### src/rtl/unary_stream_generator.sv
// -----------------------------------------------------------------------------
// unary_stream_generator
//
// Turns each binary word V (from greycode_decoder.binary_out) into a
// thermometer-coded frame of N = 2^WIDTH bits, one bit per output beat.
// Bit i of a frame is (i < V). So V ones are followed by N-V zeros, and the
// final bit (index N-1) is always 0.
//
// A one-entry holding register lets the next word be accepted while the
// current frame streams. The next frame therefore starts on the cycle right
// after the final beat of the current one.
//
// Ports:
//   clk        in   rising-edge clock
//   rst_n      in   asynchronous active-low reset
//   in_value   in   WIDTH-bit binary word V
//   in_valid   in   in_value is valid
//   in_ready   out  a word can be accepted (holding register empty)
//   bit_out    out  current unary bit
//   bit_valid  out  bit_out is valid (a frame is active)
//   bit_ready  in   downstream accepts the current bit
//   bit_last   out  current bit is the final bit of its frame
//   busy       out  a frame is active or a word is waiting
// -----------------------------------------------------------------------------
`timescale 1ns/1ps

module unary_stream_generator #(
    parameter int WIDTH = 8
) (
    input  logic             clk,
    input  logic             rst_n,
    input  logic [WIDTH-1:0] in_value,
    input  logic             in_valid,
    output logic             in_ready,
    output logic             bit_out,
    output logic             bit_valid,
    input  logic             bit_ready,
    output logic             bit_last,
    output logic             busy
);

    typedef enum logic {
        IDLE = 1'b0,
        EMIT = 1'b1
    } state_t;

    localparam logic [WIDTH-1:0] POS_MAX = {WIDTH{1'b1}};
    localparam logic [WIDTH-1:0] POS_ONE = {{(WIDTH-1){1'b0}}, 1'b1};

    state_t           state_q,     state_d;
    logic [WIDTH-1:0] act_val_q,   act_val_d;
    logic [WIDTH-1:0] pos_q,       pos_d;
    logic [WIDTH-1:0] pend_val_q,  pend_val_d;
    logic             pend_full_q, pend_full_d;

    logic emitting;
    logic at_last;
    logic accept;
    logic beat;

    // Every output is decoded from registers only. Neither in_valid nor
    // bit_ready reaches an output combinationally.
    assign emitting  = (state_q == EMIT);
    assign at_last   = (pos_q == POS_MAX);
    assign in_ready  = !pend_full_q;
    assign bit_valid = emitting;
    assign bit_out   = emitting && (pos_q < act_val_q);
    assign bit_last  = emitting && at_last;
    assign busy      = emitting || pend_full_q;

    assign accept = in_valid && in_ready;
    assign beat   = bit_valid && bit_ready;

    always_comb begin
        state_d     = state_q;
        act_val_d   = act_val_q;
        pos_d       = pos_q;
        pend_val_d  = pend_val_q;
        pend_full_d = pend_full_q;

        unique case (state_q)
            IDLE: begin
                if (accept) begin
                    act_val_d = in_value;
                    pos_d     = '0;
                    state_d   = EMIT;
                end
            end

            EMIT: begin
                if (beat && at_last) begin
                    // Final beat. pos wraps to 0 for the next frame. A queued
                    // word wins. Otherwise a word offered on this same edge
                    // goes straight into the active slot.
                    // in_ready is low whenever pend_full_q is set, so the
                    // first two branches can never both apply.
                    pos_d = '0;
                    if (pend_full_q) begin
                        act_val_d   = pend_val_q;
                        pend_full_d = 1'b0;
                    end else if (accept) begin
                        act_val_d = in_value;
                    end else begin
                        state_d = IDLE;
                    end
                end else begin
                    if (beat) begin
                        pos_d = pos_q + POS_ONE;
                    end
                    // Input accepts continue during stalls while the holding
                    // register is empty.
                    if (accept) begin
                        pend_val_d  = in_value;
                        pend_full_d = 1'b1;
                    end
                end
            end

            default: begin
                state_d = IDLE;
            end
        endcase
    end

    always_ff @(posedge clk or negedge rst_n) begin
        if (!rst_n) begin
            state_q     <= IDLE;
            act_val_q   <= '0;
            pos_q       <= '0;
            pend_val_q  <= '0;
            pend_full_q <= 1'b0;
        end else begin
            state_q     <= state_d;
            act_val_q   <= act_val_d;
            pos_q       <= pos_d;
            pend_val_q  <= pend_val_d;
            pend_full_q <= pend_full_d;
        end
    end

endmodule

### config.mk
export PLATFORM = sky130hd
export DESIGN_NAME = unary_stream_generator
export DESIGN_NICKNAME = d
export VERILOG_FILES = /design/src/rtl/unary_stream_generator.sv
export SDC_FILE = /design/constraint.sdc
export NUM_CORES = 1
export LEC_CHECK = 0
export CAP_MARGIN = 0
export CORE_MARGIN = 5
export CORE_UTILIZATION = 47
export DETAILED_ROUTE_END_ITERATION = 12
export PLACE_DENSITY = 0.79
export SYNTH_ARGS = -nofsm -noshare
export SYNTH_HDL_FRONTEND = slang
export SYNTH_SLANG_ARGS = --single-unit
### constraint.sdc
create_clock -name clk -period 2.3 [get_ports clk]
set_input_delay 0.345 -clock clk [delete_from_list [all_inputs] [get_ports clk]]
set_output_delay 0.345 -clock clk [all_outputs]
set_load 0.02 [all_outputs]
==> metrics.txt <==
worst skew pair latency 0.32 ns; Data required, critical path 1.96 ns; antenna violation net count after detailed routing 0; CP startpoint kind flop; unrepaired setup endpoints after global routing false; Net count, final 178; residual DRC count 0; delay contributed by the slowest stage of the critical path 0.40 ns; worst path cell trace inv_1 -> ha_1 -> or3_1 -> a211oi_2 -> o21a_1 -> buf_4; total number of H-tree levels 1; detailed router's first-iteration violation count 49; number of maximum-capacitance violations 0; share of async-settable or async-resettable flops after synthesis 100%; portion of synthesized cell area occupied by the leading cell type 45.0%; clock transition time at the flip-flop clock pins of the worst setup and hold paths 0.14 ns; number of diodes 0; final estimated routing congestion in global placement 0.911; crit path capture type output port; Avg Vias per Cell 5.75; Final period util 95.8%; RR Startpoint pos_q[0]; RR Endpoint pend_val_q[4]; run status complete, no violations; Static Leakage 0.796 nW; largest net degree at the start of global routing 27; Max Slew Vio Count 0; post-synthesis to final-layout area growth 21.0%; IO Pins 17; most common cell after layout, fill and taps aside dfrtp_1; Setup Skew 0.00120 ns; CP Buf/Inv Count 2; critical path's top delay family simple AND/OR/NAND/NOR gates; arrival time at the worst endpoint 1.86 ns; drt pass-1 iters 4; Power per Cell Area 805 nW/um2; worst reg-to-reg setup slack 0.20 ns; number of global-route vias before repair 1041; average wire per standard cell 15.4 um; critical path type reg -> out; number of buffers inserted by post-CTS setup repair 0; final setup TNS 0 ns; initial antenna violation count 0; clock tree from TritonCTS yes; overall die area 4280 um2; count of cell types in the netlist 33; Routed Wire Length 2920 um; setup-violating endpoint count in the final report 0; die outline height 65.5 um; fraction of the yosys area taken by sequential cells 45.0%; final count of hold timing violations 0; clk sinks 26; overall die width 65.5 um; number of buffer cells added on primary ports 16; commonest cells after routing, fill and taps aside dfrtp_1, clkdlybuf4s50_1, buf_4, nand3_1, inv_1; worst vdd ir 0.536 mV; top area cells in the synthesized netlist dfrtp_1, mux2_4, ha_1, a2bb2oi_1, nand3_1; Worst R2R Path Depth 6; netlist area before placement 1450 um2; transition at the pin with the smallest max-transition slack 0.502 ns; Avg Inst Size Synth 11.0 um2; Post-synth top flop dfrtp_1; class of the worst hold path in -> async; Min Clock Period, post-route 2.20 ns; max_slew headroom 66.2%; maximum clock rate 0.454 GHz; post-synth top area cell dfrtp_1; Slowest cell on crit path or3_1; total via count after detailed routing 1093; number of enable-type register cells in the synthesized netlist 0; Initial Util 48.1%; warnings from Yosys 0; total routing resource utilization after global routing 14.7%; std cell rows 20; Mapped Cells 131; core box area 3000 um2; number of buffers inserted during clock tree synthesis 3; Max Root-Sink Buffers 2; synthesized netlist net count 151; number of register bits inferred by synthesis 26; first-pass GRT wire length 4840 um; detailed placer's ending HPWL 2110 um; Max FO, Critical Path 2; post-route core utilization 58.3%; post-route worst hold slack 0.363 ns; global route total overflow 0; CTS root buffer clkbuf_4; share of post-route cells with drive strength above 1 18.5%
==> worst max-delay path by stage <==
stage	startpoint	to	slack, ns	cells after the start
6_report	act_val_q[4]	bit_out	0.1	6
3_3_place_gp	act_val_q[3]	bit_out	0.07	6
3_5_place_dp	act_val_q[4]	bit_out	0.04	6
2_1_floorplan	pos_q[0]	pend_val_q[0]	0.49	6
4_1_cts	act_val_q[4]	bit_out	0.01	6
5_1_grt	act_val_q[3]	bit_out	0.003	6
==> per-stage QoR <==
stage | setup WS, ns | instance area [um2] | power (mW) | std cells
floorplan | 0.495 | 1450 | 0.882 | 131
global placement | 0.0660 | 1690 | 1.07 | 186
detailed placement | 0.0374 | 1690 | 1.08 | 186
CTS | 0.0113 | 1750 | 1.41 | 190
global route | 0.00251 | 1750 | 1.50 | 190
finish | 0.0969 | 1750 | 1.41 | 190
==> flip-flops by register name (all words and copies together) (netlist names) <==
register / flops
act_val_q: 8
pend_full_q: 1
pos_q: 8
pend_val_q: 8
bit_valid: 1
==> layout make-up <==
cell class / instances / area (um2)
repair buffers: 27 / 243
inverters: 10 / 37.5
well taps: 33 / 41.3
clock buffers: 3 / 22.5
clock inverters: 1 / 30.0
multi-input cells: 90 / 724
fillers: 254 / 1250
flip-flops and latches: 26 / 651
==> where the power goes <==
group          internal [mW]  switching, mW  leakage [nW]
clock network          0.176          0.141        0.0279
logic                  0.251          0.246         0.441
registers              0.531         0.0640         0.327
==> logic make-up (layout without fill, tap and decap cells) <==
logic type,count (synthesis),count (layout),share of synthesized area [%]
AO/OA/AOI/OAI,35,35,19.0
adder cells (fa/ha/maj),8,8,6.93
buffers and inverters,15,41,5.20
XOR/XNOR,6,6,3.64
AND/OR/NAND/NOR,32,32,11.3
flip-flops,26,26,45.0
multiplexers,9,9,9.00
==> routing by layer <==
layer  vias up  wire length [um]  global-route usage, %
met5         -                 0                      0
met4         0                57                   6.22
met3         4                95                   1.54
met2        32              1370                   23.8
met1       527              1400                   20.1
li1        530                 -                      -
==> cells in the mapped netlist, types with 2 or more instances <==
| cell type | number |
|---|---|
| ha_1 | 8 |
| a2bb2oi_1 | 7 |
| nor2_1 | 7 |
| inv_1 | 10 |
| xnor2_1 | 4 |
| nand3_1 | 11 |
| nand2_1 | 6 |
| a21oi_1 | 3 |
| clkbuf_1 | 2 |
| nand2b_1 | 2 |
| o22ai_1 | 8 |
| a211oi_1 | 3 |
| mux2_4 | 8 |
| o21ai_0 | 6 |
| buf_6 | 2 |
| xor2_1 | 2 |
| dfrtp_1 | 26 |
==> timing repair <==
action	4_1_cts	5_1_grt
hold buffers	0	0
endpoints found under the setup margin	1	2
gates resized for setup	4	3
Note: power is estimated with default switching activity, not from simulation.
